--- src/rtl/fx_ga_tmc_if.sv ---
// Register bus of the TMC gate-array window: select, strobes, data and the interrupt line.
interface fx_ga_tmc_if;
    logic        A7;
    logic        A6;
    logic        CSn;
    logic        RDn;
    logic        WRn;
    logic [15:0] DI;
    logic [15:0] DO;
    logic        INT;

    modport master (
        output A7, A6, CSn, RDn, WRn, DI,
        input  DO, INT
    );

    modport slave (
        input  A7, A6, CSn, RDn, WRn, DI,
        output DO, INT
    );
endinterface

--- src/rtl/fx_ga_tmc.sv ---
// PC-FX gate-array Timer Control Unit: 16-bit down-counting interval timer behind a fixed
// prescaler. CTRL/PERIOD/COUNT live at {A7,A6} = 00/10/11; INT feeds ITC source 6.
module fx_ga_tmc #(
    parameter int unsigned PRESCALE = 15
) (
    input logic         CLK,
    input logic         RES,
    input logic         CE,
    fx_ga_tmc_if.slave  bus
);

    localparam int unsigned PW = $clog2(PRESCALE) + 1;
    localparam logic [PW-1:0] PLast = PW'(PRESCALE - 1);

    logic            te_q, te_d;
    logic            tie_q, tie_d;
    logic            tis_q, tis_d;
    logic [15:0]     period_q, period_d;
    logic [16:0]     cnt_q, cnt_d;
    logic [PW-1:0]   presc_q, presc_d;

    logic [1:0]  addr;
    logic        wr_en;
    logic        rd_en;
    logic        ctrl_wr;
    logic        per_wr;
    logic        en_edge;
    logic        tick;
    logic        tick_kept;
    logic [16:0] reload_val;

    assign addr    = {bus.A7, bus.A6};
    assign wr_en   = ~bus.CSn & ~bus.WRn;
    assign rd_en   = ~bus.CSn & ~bus.RDn;
    assign ctrl_wr = wr_en & (addr == 2'b00);
    assign per_wr  = wr_en & (addr == 2'b10);

    // Only a 0->1 transition of TE reloads, so a held write reloads once.
    assign en_edge = ctrl_wr & ~te_q & bus.DI[0];
    assign tick    = te_q & (presc_q == PLast);
    // A disabling CTRL write drops a coinciding tick: counter keeps its pre-tick value.
    assign tick_kept  = tick & ~(ctrl_wr & ~bus.DI[0]);
    // PERIOD of 0 means a full 65536-tick interval, hence the 17-bit counter.
    assign reload_val = (period_q == 16'd0) ? 17'h10000 : {1'b0, period_q};

    // Next-state: register writes, enable-edge reload, prescaler and counter stepping.
    always_comb begin
        te_d     = te_q;
        tie_d    = tie_q;
        tis_d    = tis_q;
        period_d = period_q;
        cnt_d    = cnt_q;
        presc_d  = presc_q;

        if (ctrl_wr) begin
            te_d  = bus.DI[0];
            tie_d = bus.DI[1];
            if (!bus.DI[2]) begin
                tis_d = 1'b0;
            end
        end

        if (per_wr) begin
            period_d = bus.DI;
        end

        if (en_edge) begin
            cnt_d   = reload_val;
            presc_d = '0;
        end else if (te_q) begin
            presc_d = tick ? '0 : presc_q + PW'(1);
            if (tick_kept) begin
                if (cnt_q == 17'd1) begin
                    cnt_d = reload_val;
                    // Placed after the CTRL clear so a same-cycle set wins.
                    tis_d = 1'b1;
                end else begin
                    cnt_d = cnt_q - 17'd1;
                end
            end
        end
    end

    // State registers, advanced only on clock-enabled cycles; RES is synchronous.
    always_ff @(posedge CLK) begin
        if (CE) begin
            if (RES) begin
                te_q     <= 1'b0;
                tie_q    <= 1'b0;
                tis_q    <= 1'b0;
                period_q <= 16'd0;
                cnt_q    <= 17'd0;
                presc_q  <= '0;
            end else begin
                te_q     <= te_d;
                tie_q    <= tie_d;
                tis_q    <= tis_d;
                period_q <= period_d;
                cnt_q    <= cnt_d;
                presc_q  <= presc_d;
            end
        end
    end

    // Combinational read mux; the bus floats to zero when not being read.
    always_comb begin
        bus.DO = 16'd0;
        if (rd_en) begin
            case (addr)
                2'b00:   bus.DO = {13'd0, tis_q, tie_q, te_q};
                2'b10:   bus.DO = period_q;
                2'b11:   bus.DO = cnt_q[15:0];
                default: bus.DO = 16'd0;
            endcase
        end
    end

    assign bus.INT = tis_q & tie_q;

endmodule

--- src/flat_wrapper.sv ---
// flat-port wrapper written by rule: the top's interface ports become plain ports
module fx_ga_tmc_flat 
#(
    parameter int unsigned PRESCALE = 15
)
  (CLK, RES, CE, bus_A7, bus_A6, bus_CSn, bus_RDn, bus_WRn, bus_DI, bus_DO, bus_INT);
  fx_ga_tmc_if bus_i ();
  input logic CLK;
  input logic RES;
  input logic CE;
  input wire logic [$bits(bus_i.A7)-1:0] bus_A7;
  input wire logic [$bits(bus_i.A6)-1:0] bus_A6;
  input wire logic [$bits(bus_i.CSn)-1:0] bus_CSn;
  input wire logic [$bits(bus_i.RDn)-1:0] bus_RDn;
  input wire logic [$bits(bus_i.WRn)-1:0] bus_WRn;
  input wire logic [$bits(bus_i.DI)-1:0] bus_DI;
  output wire logic [$bits(bus_i.DO)-1:0] bus_DO;
  output wire logic [$bits(bus_i.INT)-1:0] bus_INT;
  assign bus_i.A7 = bus_A7;
  assign bus_i.A6 = bus_A6;
  assign bus_i.CSn = bus_CSn;
  assign bus_i.RDn = bus_RDn;
  assign bus_i.WRn = bus_WRn;
  assign bus_i.DI = bus_DI;
  assign bus_DO = bus_i.DO;
  assign bus_INT = bus_i.INT;
  fx_ga_tmc #(.PRESCALE(PRESCALE)) u_core (.CLK(CLK), .RES(RES), .CE(CE), .bus(bus_i));
endmodule
--- config.mk ---
export PLATFORM = sky130hd
export DESIGN_NAME = fx_ga_tmc_flat
export DESIGN_NICKNAME = d
export VERILOG_FILES = /design/src/rtl/fx_ga_tmc_if.sv /design/src/rtl/fx_ga_tmc.sv /design/src/flat_wrapper.sv
export SDC_FILE = /design/constraint.sdc
export NUM_CORES = 1
export LEC_CHECK = 0
export BUFFER_PORTS_ARGS = -buffer_cell sky130_fd_sc_hd__buf_2
export CAP_MARGIN = 20
export CORE_UTILIZATION = 57
export CTS_CLUSTER_DIAMETER = 150
export CTS_CLUSTER_SIZE = 10
export DETAILED_ROUTE_END_ITERATION = 10
export PLACE_DENSITY = 0.8
export SYNTH_ARGS = -nofsm -noshare
export SYNTH_HDL_FRONTEND = slang
export SYNTH_SLANG_ARGS = --single-unit
--- constraint.sdc ---
create_clock -name CLK -period 4.75 [get_ports CLK]
set_input_delay 0.95 -clock CLK [delete_from_list [all_inputs] [get_ports CLK]]
set_output_delay 0.95 -clock CLK [all_outputs]
set_load 0.01 [all_outputs]
# After elaboration in Yosys (flattened, before gate mapping)
# Cells that the tools add are included.
# word_totals
in_bits,24
ff_bits,41
output_inout_bits,17
# classes
reduce_logical,11
n_eq_ne,4
bitwise,16
muxes,18
add_sub_neg,2
# op_table
operator,count
$mux W17,5
$pmux W16 S3,1
$mux W16,2
$eq A17 B1 Y1 const B,1
$sub A17 B1 Y17 const B,1
$logic_not A16 Y1,1
$and A1 B1 Y1,10
$mux W5,2
$mux W1,8
$not A1 Y1,6
$reduce_and A2 Y1,3
$reduce_bool A3 Y1,2
$add A5 B1 Y5 const B,1
$eq A5 B4 Y1 const B,1
$eq A2 B2 Y1 const B,2
$reduce_bool A2 Y1,2
$reduce_and A3 Y1,1
$logic_not A2 Y1,1
$reduce_or A2 Y1,1

# Longest topological paths before layout
# depth
ltp_word,9
ltp_mapped,8
ltp_nobuf,6

# Least setup slack after synthesis
# Ideal clock, no wire load.
# synth_path
path_type,input to register
from,in bus_A7
to,reg u_core.cnt_q[0] (enable)
n_path_buf,1
t_arrival_ps,3280
slack_ps,1053
setup_time_ps,417
path_stages,5
cell_sequence,buf_2 > or4_1 > nor3b_1 > nor2_1 > a21boi_0
# synth_via
elab_chain_len,7
word_cells_on_any_way,10
classes_between,6 x bitwise; 4 x reduce/logical
# synth_rtl
item,line_no,rtl
from (decl),flat_wrapper.sv:11,input wire logic [$bits(bus_i.A7)-1:0] bus_A7;
$logic_not A2 Y1 (*),fx_ga_tmc.sv:35,assign ctrl_wr = wr_en & (addr == 2'b00);
$and A1 B1 Y1 (*),fx_ga_tmc.sv:35,
$and A1 B1 Y1,fx_ga_tmc.sv:42,assign tick_kept = tick & ~(ctrl_wr & ~bus.DI[0]);
$not A1 Y1,fx_ga_tmc.sv:42,
$and A1 B1 Y1,fx_ga_tmc.sv:42,
$reduce_bool A3 Y1 (no line),n/a,
$reduce_and A3 Y1 (no line) (*),n/a,
to (signal assigned),fx_ga_tmc.sv:99,cnt_q <= cnt_d;
to (decl),fx_ga_tmc.sv:19,"logic [16:0] cnt_q, cnt_d;"
# Every way passes the cells marked *; elsewhere a longest branch is shown, timed or not.
# A chain may end at the register's enable or synchronous reset.

# Final worst setup path
# layout_path
from,in bus_A6
to,out bus_DO[14]
# layout_via
elab_chain_len,3
word_cells_on_any_way,5
classes_between,2 x eq/ne; 2 x mux; 1 x reduce/logical
# layout_rtl
item,line_no,rtl
from (decl),flat_wrapper.sv:12,input wire logic [$bits(bus_i.A6)-1:0] bus_A6;
$eq A2 B2 Y1 / $logic_not A2 Y1 (equally long branches),fx_ga_tmc.sv:109,case (addr)
$pmux W16 S3 (*),fx_ga_tmc.sv:109,
$mux W16 (*),fx_ga_tmc.sv:108,if (rd_en) begin
to (decl),flat_wrapper.sv:17,output wire logic [$bits(bus_i.DO)-1:0] bus_DO;
# Marks and branches as above.

==> results.toml <==
[run_status]
status = "finished with violations"
violations = "design-rule violations"

[layout]
fill_cells = 350
final_area_um2 = 2868
n_antenna_cell = 0
fin_nets = 292
register_area_um2 = 1231
area_growth_pct = 11.70
drive_gt1_share_pct = 26.04
multi_input_area_um2 = 1257

[die]
die_w_um = 69.12
core_um2 = 4354
die_height_um = 69.12
initial_core_util_pct = 58.97
die_area_um2 = 4777
ios = 41
rows = 24

[global_route]
grt_pass1_wl_um = 8769
grt_pass1_vias = 1764
grt.total_usage_pct = 22.98
overflow = 0
antenna_found_initial = 0
grt_start_max_net_pins = 40

[placed_design]
port_buffers = 40
place.gp.congestion = 0.8143
dp_hpwl_um = 3800
dpl_worst_slack_ns = 1.744
post_dp_cell_area_um2 = 2780

[setup_path]
path_common_cell = "buf_2"
crit_path_start_kind = "primary input"
cp_max_fo = 22
path_buf_inv = 2
path_cells = "buf_2, mux2i_1, nor2_1, buf_2"
crit_arrival_ns = 1.92
cp_slowest_cell = "buf_2"
critPathTopFamily = "buffers and inverters"
crit_type = "in2out"
crit_path_end_kind = "output port"
cp.required_ns = 3.80
cp_slowest_stage_delay_ns = 0.45

[sta]
rsz0062_at_grt = "false"
hold_viol = 0
fin_crit_sh_pct = 60.49
max_freq_mhz = 348.0
setup_violations = 0
tightest_slew_ns = 0.7641
final.setup.worst_slack_ns = 1.877
hold_slack_ns = 0.6316
relSlewSlack_pct = 49.06
period_needed_ns = 2.873
tns_ns = 0
maxSlewViolCount = 0
skew_ns = 0.004190

[route]
wl_met3_um = 210
drt_first_pass_iters = 7
top_layer = "met4"
drtIter0Drc = 115
antenna_left = 0
drcViolationCount = 1
routed_wirelength_um = 5196
viasPerCell = 5.943
drt-met1-wl_um = 2402
vias = 1884
routedWlPerCell_um = 16.39
wl_met2_um = 2556

[cts]
post_cts_buffers = 0
path_clk_slew_ns = 0.08
ctsResizeCount = 0
cts_buffer_depth = 2
cts_sinks = 41
clk_latency_ns = 0.28
clockRootBuffer = "clkbuf_8"
cts_buffers = 5
ctsHoldBuffers = 0
cts_tree = "yes"
cts_max_level = 2

[power]
peakVddDrop_mv = 0.1895
powerDensity_nw_per_um2 = 268.7
power_w = 0.0007706
power.leakage_nw = 1.033

[worst_hold_path]
hold_path.class = "reg2reg"

[yosys]
yosysSeqAreaShare_pct = 47.95
syn_area_per_cell_um2 = 11.26
ys_types = 44
synthFlopType = "edfxtp_1"
syn_area_um2 = 2567
syn_inst = 228
synth_fp_nets = 256
ys_async_sr_fraction_pct = 0
synth_edf_count = 41
synth-seq-cells = 41
yosysWarnings = 0

[run]
maxCapViolCount = 0
power by group:
part | switching (W) | internal, W
Clock | 0.000117 | 0.000103
Sequential | 0.0000269 | 0.000427
Combinational | 0.0000530 | 0.0000440
Total | 0.000197 | 0.000574
cell families after synthesis:
family | count (synthesis) | share of synthesized area, %
AO/OA/AOI/OAI | 46 | 13.55
adder cells (fa/ha/maj) | 4 | 1.949
XOR/XNOR | 16 | 5.458
flip-flops | 41 | 47.95
AND/OR/NAND/NOR | 89 | 21.78
buffers and inverters | 16 | 3.070
multiplexers | 16 | 6.238
through the flow:
step | util (%) | instances
finish | 65.86 | 317
global route | 65.86 | 317
CTS | 65.86 | 317
detailed placement | 63.85 | 309
global placement | 63.68 | 308
floorplan | - | 228
sequential cells by signal, summed over array words and instances, names as in the netlist:
signal and count:
u_core.te_q 1, u_core.tie_q 1, u_core.presc_q 5, u_core.cnt_q 17
u_core.tis_q 1, u_core.period_q 16
per-layer routing:
metal / vias to the layer above / GRT usage (%)
met4: 0 / 5.442
li1: 934 / -
met1: 902 / 33.27
met2: 46 / 35.92
met3: 2 / 4.386
met5: - / 0
synth_stat cells (2+ instances only):
cell,count,area share (%)
nor4_4,2,1.7
mux2i_1,16,6.2
inv_1,3,0.44
edfxtp_1,41,48
buf_2,3,0.58
nor3_1,7,1.4
a31oi_1,3,0.73
nor4_1,6,1.5
a211oi_1,6,1.8
a211oi_2,10,4.9
nor2b_1,18,4.4
xnor2_1,6,2.0
nor2_1,28,4.1
nand4_1,3,0.73
ha_1,4,1.9
nor4_2,2,0.97
nand3_1,5,0.97
xor2_1,10,3.4
nand2_1,4,0.58
o21a_1,2,0.58
a311oi_1,2,0.68
a21oi_1,18,3.5
clkbuf_1,7,1.0
buf_6,2,0.88
worst paths after layout:
check             cells past startpoint         startpoint                 to  slack [ns]
setup reg to reg                      4    u_core.cnt_q[9]    u_core.cnt_q[3]        2.54
setup / recovery                      4             bus_A6         bus_DO[14]        1.88
hold / removal                        1  u_core.presc_q[0]  u_core.presc_q[0]        0.63
hold reg to reg                       1  u_core.presc_q[0]  u_core.presc_q[0]        0.63
layout by cell type (no fill, tap or decap), drive strengths merged, types with 4 or more instances in the layout:
| master | count |
|---|---|
| nor3 | 7 |
| clkbuf | 6 |
| ha | 4 |
| nand4 | 4 |
| a21oi | 18 |
| a211oi | 16 |
| nor2 | 28 |
| xor2 | 10 |
| nor2b | 18 |
| nand2 | 4 |
| xnor2 | 6 |
| buf | 42 |
| mux2i | 16 |
| edfxtp | 41 |
| nor4 | 10 |
| nand3 | 5 |
layout make-up:
class	count	share of cell area (%)
clock buffer	6	2.531
clock inverter	2	0.5236
inverter	3	0.3927
multi-input combinational	171	43.85
sequential	41	42.93
tap	52	2.269
timing repair buffer	42	7.504
Power figures use the tool's default switching activity.
